File: config.mk
export PLATFORM = sky130hd
export DESIGN_NAME = shift_arbiter_flat
export DESIGN_NICKNAME = d
export VERILOG_FILES = /design/src/rtl/shift_arbiter_if.sv /design/src/rtl/shift_arbiter.sv /design/src/flat_wrapper.sv
export SDC_FILE = /design/constraint.sdc
export NUM_CORES = 1
export LEC_CHECK = 0
export CAP_MARGIN = 20
export CORE_UTILIZATION = 30
export DETAILED_ROUTE_END_ITERATION = 8
export PLACE_DENSITY = 0.57
export SETUP_SLACK_MARGIN = 0.3
export SLEW_MARGIN = 20
export SYNTH_ARGS = -nofsm -noshare
export SYNTH_HDL_FRONTEND = slang
export SYNTH_SLANG_ARGS = --single-unit
File: constraint.sdc
create_clock -name clk -period 10.6 [get_ports clk]
set_input_delay 2.12 -clock clk [delete_from_list [all_inputs] [get_ports clk]]
set_output_delay 2.12 -clock clk [all_outputs]
set_load 0.01 [all_outputs]
File: src/rtl/shift_arbiter_if.sv
// Request/grant/result bundle between the two shift requesters and shift_arbiter.
// master: requester side (req/in/val/mode out); slave: arbiter side (gnt/done/result out).
interface shift_arbiter_if;
  logic        req0;
  logic        req1;
  logic [15:0] in0;
  logic [15:0] in1;
  logic [3:0]  val0;
  logic [3:0]  val1;
  logic [1:0]  mode0;
  logic [1:0]  mode1;
  logic        gnt0;
  logic        gnt1;
  logic        done0;
  logic        done1;
  logic [15:0] shift_out;
  logic        zero;
  logic        busy;
  logic        illegal;

  modport master (
    output req0, req1, in0, in1,
    output val0, val1, mode0, mode1,
    input  gnt0, gnt1, done0, done1,
    input  shift_out, zero, busy, illegal
  );

  modport slave (
    input  req0, req1, in0, in1,
    input  val0, val1, mode0, mode1,
    output gnt0, gnt1, done0, done1,
    output shift_out, zero, busy, illegal
  );
endinterface

File: src/rtl/shift_arbiter.sv
// Shares one 16-bit SLL/SRA/ROR shifter between two requesters via an
// IDLE/EXEC/DONE FSM.
// Ports: clk, rst (async, active-high), bus (shift_arbiter_if.slave).
// SHIFT_ARB_RR_EN defined: round-robin on ties; otherwise port 0 wins ties.
module shift_arbiter (
  input  logic            clk,
  input  logic            rst,
  shift_arbiter_if.slave  bus
);

  typedef enum logic [1:0] {
    S_IDLE,
    S_EXEC,
    S_DONE
  } state_e;

  state_e      state_q, state_d;
  logic        win_q, win_d;
  logic [15:0] opnd_q, opnd_d;
  logic [3:0]  amt_q, amt_d;
  logic [1:0]  mode_q, mode_d;
  logic [15:0] res_q, res_d;
  logic        zero_q, zero_d;
  logic        ill_q, ill_d;
  logic        pick;
  logic [15:0] sh_res;

  function automatic logic [15:0] shift_f(
    input logic [15:0] a,
    input logic [3:0]  s,
    input logic [1:0]  m
  );
    logic [15:0] r;
    unique case (m)
      2'b00:   r = a << s;
      2'b01:   r = $signed(a) >>> s;
      // a << 16 evaluates to 0, so s == 0 yields a unchanged
      2'b10:   r = (a >> s) | (a << (5'd16 - {1'b0, s}));
      default: r = 16'h0000;
    endcase
    return r;
  endfunction

  assign sh_res = shift_f(opnd_q, amt_q, mode_q);

`ifdef SHIFT_ARB_RR_EN
  logic last_q, last_d;

  // tie: the port not granted last wins
  assign pick = (bus.req0 & bus.req1) ? ~last_q : bus.req1;

  always_comb begin
    last_d = last_q;
    if (state_q == S_IDLE && (bus.req0 | bus.req1))
      last_d = pick;
  end

  always_ff @(posedge clk or posedge rst) begin
    if (rst) last_q <= 1'b1;
    else     last_q <= last_d;
  end
`else
  assign pick = ~bus.req0;
`endif

  always_comb begin
    state_d = state_q;
    win_d   = win_q;
    opnd_d  = opnd_q;
    amt_d   = amt_q;
    mode_d  = mode_q;
    res_d   = res_q;
    zero_d  = zero_q;
    ill_d   = ill_q;
    unique case (state_q)
      S_IDLE: begin
        if (bus.req0 | bus.req1) begin
          win_d   = pick;
          opnd_d  = pick ? bus.in1   : bus.in0;
          amt_d   = pick ? bus.val1  : bus.val0;
          mode_d  = pick ? bus.mode1 : bus.mode0;
          state_d = S_EXEC;
        end
      end
      S_EXEC: begin
        res_d   = sh_res;
        zero_d  = (sh_res == 16'h0000);
        ill_d   = (mode_q == 2'b11);
        state_d = S_DONE;
      end
      S_DONE: state_d = S_IDLE;
      default: state_d = S_IDLE;
    endcase
  end

  always_ff @(posedge clk or posedge rst) begin
    if (rst) begin
      state_q <= S_IDLE;
      win_q   <= 1'b0;
      opnd_q  <= 16'h0000;
      amt_q   <= 4'h0;
      mode_q  <= 2'b00;
      res_q   <= 16'h0000;
      zero_q  <= 1'b0;
      ill_q   <= 1'b0;
    end else begin
      state_q <= state_d;
      win_q   <= win_d;
      opnd_q  <= opnd_d;
      amt_q   <= amt_d;
      mode_q  <= mode_d;
      res_q   <= res_d;
      zero_q  <= zero_d;
      ill_q   <= ill_d;
    end
  end

  assign bus.gnt0      = (state_q == S_EXEC) & ~win_q;
  assign bus.gnt1      = (state_q == S_EXEC) &  win_q;
  assign bus.done0     = (state_q == S_DONE) & ~win_q;
  assign bus.done1     = (state_q == S_DONE) &  win_q;
  assign bus.busy      = (state_q != S_IDLE);
  assign bus.shift_out = res_q;
  assign bus.zero      = zero_q;
  assign bus.illegal   = ill_q;

endmodule

File: src/flat_wrapper.sv
// flat-port wrapper written by rule: the top's interface ports become plain ports
module shift_arbiter_flat 
  (clk, rst, bus_req0, bus_req1, bus_in0, bus_in1, bus_val0, bus_val1, bus_mode0, bus_mode1, bus_gnt0, bus_gnt1, bus_done0, bus_done1, bus_shift_out, bus_zero, bus_busy, bus_illegal);
  shift_arbiter_if bus_i ();
  input  logic clk;
  input  logic rst;
  input wire logic [$bits(bus_i.req0)-1:0] bus_req0;
  input wire logic [$bits(bus_i.req1)-1:0] bus_req1;
  input wire logic [$bits(bus_i.in0)-1:0] bus_in0;
  input wire logic [$bits(bus_i.in1)-1:0] bus_in1;
  input wire logic [$bits(bus_i.val0)-1:0] bus_val0;
  input wire logic [$bits(bus_i.val1)-1:0] bus_val1;
  input wire logic [$bits(bus_i.mode0)-1:0] bus_mode0;
  input wire logic [$bits(bus_i.mode1)-1:0] bus_mode1;
  output wire logic [$bits(bus_i.gnt0)-1:0] bus_gnt0;
  output wire logic [$bits(bus_i.gnt1)-1:0] bus_gnt1;
  output wire logic [$bits(bus_i.done0)-1:0] bus_done0;
  output wire logic [$bits(bus_i.done1)-1:0] bus_done1;
  output wire logic [$bits(bus_i.shift_out)-1:0] bus_shift_out;
  output wire logic [$bits(bus_i.zero)-1:0] bus_zero;
  output wire logic [$bits(bus_i.busy)-1:0] bus_busy;
  output wire logic [$bits(bus_i.illegal)-1:0] bus_illegal;
  assign bus_i.req0 = bus_req0;
  assign bus_i.req1 = bus_req1;
  assign bus_i.in0 = bus_in0;
  assign bus_i.in1 = bus_in1;
  assign bus_i.val0 = bus_val0;
  assign bus_i.val1 = bus_val1;
  assign bus_i.mode0 = bus_mode0;
  assign bus_i.mode1 = bus_mode1;
  assign bus_gnt0 = bus_i.gnt0;
  assign bus_gnt1 = bus_i.gnt1;
  assign bus_done0 = bus_i.done0;
  assign bus_done1 = bus_i.done1;
  assign bus_shift_out = bus_i.shift_out;
  assign bus_zero = bus_i.zero;
  assign bus_busy = bus_i.busy;
  assign bus_illegal = bus_i.illegal;
  shift_arbiter u_core (.clk(clk), .rst(rst), .bus(bus_i));
endmodule
==> Word level (Yosys, flattened, before mapping) <==
Index checks and enable logic that the tools add are counted.
{ "classes": {"eq_ne": 6, "shifts": 4, "add_sub_neg": 1, "bitwise_logic": 8, "muxes": 6, "reduce_logical": 5} }
{ "op_table": {"columns": ["op", "n"], "rows": [
  ["case mux 16 bit (3 select lines)", 1],
  ["zero test 16 bit", 1],
  ["two-way mux 16 bit", 1],
  ["OR 16 bit", 1],
  ["<< shifter 16 x 4 -> 16 bit", 1],
  ["<< shifter 16 x 5 -> 16 bit", 1],
  ["right shift 16 x 4 -> 16 bit", 1],
  [">>> shifter 16 x 4 -> 16 bit", 1],
  ["== test 2 bit (second input constant)", 3],
  ["subtractor 5 x 4 -> 5 bit (first input constant)", 1],
  ["bitwise AND 1 bit", 4],
  ["== test 2 x 1 -> 1 bit (second input constant)", 2],
  ["zero test 2 bit", 2],
  ["two-way mux 2 bit", 2],
  ["two-way mux 4 bit", 1],
  ["case mux 2 bit (2 select lines)", 1],
  ["inequality test 2 x 1 -> 1 bit (second input constant)", 1],
  ["inverter 1 bit", 2],
  ["AND reduction 2 bit", 1],
  ["nonzero test 2 bit", 1],
  ["OR 1 bit", 1]
]} }
{ "totals": {"out_inout_bits": 23, "register_bits": 43} }

==> Logic depth before layout (Yosys ltp) <==
{ "logic_depth": {"ltp_word": 5, "depth_mapped": 16, "mapped_depth_nobuf": 10} }

==> Worst setup path before layout <==
OpenSTA, ideal clock, no wires.
{ "synth_path": {"path_type": "register to register", "from": "reg u_core.amt_q[0]", "to": "reg u_core.zero_q, in the netlist u_core.bus.zero", "arrival_time_ps": 3272, "path_stages_with_launch": 16, "path_buffers": 6, "slack_ps": 7263, "required_ps": 10534, "cell_sequence": "dfrtp_1 > buf_6 > buf_4 > inv_1 > buf_2 > buf_2 > ha_1 > buf_2 > buf_1 > mux4_2 > mux2i_1 > o22ai_1 > a221oi_1 > nand2_1 > nor4_2 > a32o_2"} }
{ "synth_via": {"elab_chain_cells": 5, "word_cells_on_any_way": 8} }
{ "synth_lines": {"columns": ["element", "line", "source"], "rows": [
  ["start, declared", "shift_arbiter.sv:20", "logic [3:0] amt_q, amt_d;"],
  ["start signal, assigned", "shift_arbiter.sv:110", "amt_q <= amt_d;"],
  ["subtractor 5 x 4 -> 5 bit", "shift_arbiter.sv:38", "2'b10: r = (a >> s) | (a << (5'd16 - {1'b0, s}));"],
  ["<< shifter 16 x 5 -> 16 bit", "shift_arbiter.sv:38", null],
  ["OR 16 bit", "shift_arbiter.sv:38", null],
  ["case mux 16 bit (3 select lines) *", "shift_arbiter.sv:34", "unique case (m)"],
  ["zero test 16 bit *", "shift_arbiter.sv:87", "zero_d = (sh_res == 16'h0000);"],
  ["end signal, assigned", "shift_arbiter.sv:113", "zero_q <= zero_d;"],
  ["end, declared", "shift_arbiter.sv:23", "logic zero_q, zero_d;"]
]} }
Every way passes the cells marked *; elsewhere a longest branch is shown, timed or not.
A chain may end at the register's enable or synchronous reset.

==> Final worst setup path <==
{ "layout_path": {"from": "reg u_core.amt_q[1]", "to": "reg u_core.zero_q, in the netlist u_core.bus.zero"} }
Same word-level chain as after synthesis.

==> impl_metrics.tcl <==
set metrics [dict create \
    status "completed" \
    numCtsBuffers 5 \
    yosysSeqAreaShare 0.220 \
    vias 4858 \
    synth_common_cells "mux2i_1, nand2_1, nor2_1, a21oi_1, dfrtp_1" \
    drive_gt1_frac 0.127 \
    fin_worst_skew_ns 0.00625 \
    power.density_mw_per_mm2 393 \
    clkSlewWorstSetupHoldPaths_ns 0.06 \
    grt_overflow_total 0 \
    dieArea_mm2 0.0168 \
    setup_viol 0 \
    synth_area_mm2 0.00489 \
    synth-async-reset-ratio 1.00 \
    ioPinCount 71 \
    worstPathCellList "buf_4 -> inv_1 -> ha_1 -> mux4_2 -> mux2i_1 -> o22ai_1 -> o22ai_1 -> nand3_1 -> nor4_2 -> a32o_2" \
    multiInputGateArea_mm2 0.00348 \
    drt-initial-drc-count 429 \
    via_per_inst 5.95 \
    drtPass1Iterations 5 \
    diodes 0 \
    design.core.area_mm2 0.0159 \
    leakagePower_nw 2.26 \
    worstSetupPathType "reg -> reg" \
    cts_hold_buf 0 \
    cp-startpoint "u_core.amt_q[1]" \
    grt_util_all_layers 0.223 \
    min_period_ns 4.22 \
    cts_resized 0 \
    fin_nets 648 \
    critical_path_required_ns 10.83 \
    grt_pass1_vias 4614 \
    slew_violations 0 \
    hold_violations 0 \
    slew_headroom 0.293 \
    root_buffer "clkbuf_16" \
    place_congestion 0.992 \
    seq_area_mm2 0.00108 \
    arrival_ns 4.45 \
    critPathBufInv 2 \
    synth_most_common_cell "mux2i_1" \
    drt-wirelength-per-cell_um 22.6 \
    reg2reg_from "u_core.amt_q[1]" \
    nFillCells 1664 \
    yosys_warnings 0 \
    ys_seq_elements 43 \
    syn_to_final_growth_pct 18.4 \
    rsz0062_at_grt "no" \
    finalCritPeriodShare 0.398 \
    synth.largest_area_cell "dfrtp_1" \
    tightestPinTransition_ns 1.06 \
    ant_nets 0 \
    antenna_found_initial 0 \
    grt_max_degree 63 \
    crit_path_max_fanout 49 \
    max_cap_violations 0 \
    synth_ff_type "dfrtp_1" \
    crit_slowest_cell "ha_1" \
    crit_family "adder cells" \
    clockBufferDepth 2 \
    port-buffer-count 70 \
    hp-class "reg -> reg" \
    rows 46 \
    synth_top_area_share 0.220 \
    setup_tns_ns 0 \
    synth_cell_type_count 61 \
    max_stage_delay_ns 1.10 \
    start_util 0.308 \
    syn-num-nets 629 \
    die_h_um 130 \
    cts_tree "yes" \
    clock.fmax_mhz 237 \
    routed_wl_um 18400 \
    drc 0 \
    die_w_um 130 \
    worstHoldStart "u_core.bus.shift_out[12]" \
    insertion_delay_ns 0.30 \
    p_total_w 0.00228 \
    grt_first_pass_wirelength_um 28000 \
    synth.avg_cell_area_um2 8.43 \
    numClockSinks 43 \
    crit_path_end_kind "flip-flop" \
    netlist_instances 580 \
    yosys-top-cells-area "dfrtp_1, mux2i_1, mux4_2" \
    fin_ws_ns 6.38 \
    peakVddDrop_v 0.000176 \
    crit_top_cell "o22ai_1" \
    synth_edf_count 0 \
    post_cts_buffers 0 \
    cts_max_level 2 \
    place_ws_ns 6.47 \
    dp_hpwl_um 12700 \
    startpoint_type "flip-flop" \
]
==> through the flow <==
step                      utilization  hold slack [ns]  cells  area, um^2
after global placement          0.355            0.463    808        5640
after global routing            0.365            0.508    816        5790
after CTS                       0.365            0.485    816        5790
after floorplan                     -            0.514    580        4890
after detailed placement        0.356            0.470    808        5650
final                           0.365            0.482    816        5790
==> final timing paths <==
check | end | slack [ns] | cells after the start
min | u_core.bus.shift_out[12] | 0.48 | 2
min in group asynchronous | u_core.opnd_q[7] | 2.26 | 3
max reg2reg | u_core.bus.zero | 6.38 | 10
max in group asynchronous | u_core.amt_q[0] | 7.94 | 3
min reg2reg | u_core.bus.shift_out[12] | 0.48 | 2
max | u_core.bus.zero | 6.38 | 10
==> sequential cells by signal (all words and copies together) (netlist names) <==
signal                flops
u_core.bus.shift_out     16
u_core.mode_q             2
u_core.bus.illegal        1
u_core.amt_q              4
u_core.state_q            2
u_core.bus.zero           1
u_core.win_q              1
u_core.opnd_q            16
==> worst min-delay path, cell delays in order, from the launching register on <==
cell and delay (ns):
dfrtp_1 0.34, nand2_1 0.05, o21ai_0 0.06
==> power by group <==
part / internal, W / switching (W) / leakage (nW)
combinational: 0.000724 / 0.000951 / 1.69
sequential: 0.000236 / 0.000211 / 0.509
clock: 0.0000871 / 0.0000682 / 0.0669
==> kinds of logic (layout without fill, tap and decap cells) <==
logic type / Yosys count / after routing / share of synthesized area
flip-flops: 43 / 43 / 0.220
multiplexers: 114 / 114 / 0.319
AND/OR/NAND/NOR: 184 / 184 / 0.177
adder cells (fa/ha/maj): 1 / 1 / 0.00256
buffers and inverters: 81 / 101 / 0.0716
XOR/XNOR: 2 / 2 / 0.00512
AO/OA/AOI/OAI: 155 / 155 / 0.205
==> cells in the final DEF (no fill, tap or decap), drive strengths merged, types with 5 or more instances in the layout <==
master and count:
a211oi 6, a21oi 46, a31oi 6, and2 5
buf 10, clkbuf 6, clkdlybuf4s50 70, dfrtp 43
inv 11, mux2 14, mux2i 69, mux4 31
nand2 63, nand2b 13, nand3 14, nand4 6
nor2 51, nor3 8, o211ai 6, o21ai 35
o22ai 17
==> final cells by class <==
class                           count  area share
Sequential cell                    43       0.186
Inverter                           13     0.00842
Clock buffer                        6      0.0222
Clock inverter                      2     0.00216
Timing Repair Buffer               80       0.134
Multi-Input combinational cell    456       0.600
Tap cell                          216      0.0466
==> per-layer routing <==
layer / track usage / wire length, um
met5: 0 / 0
met4: 0.0800 / 624
met3: 0.0467 / 1360
met2: 0.348 / 8220
met1: 0.306 / 8230
(Power assumes the default switching activity.)
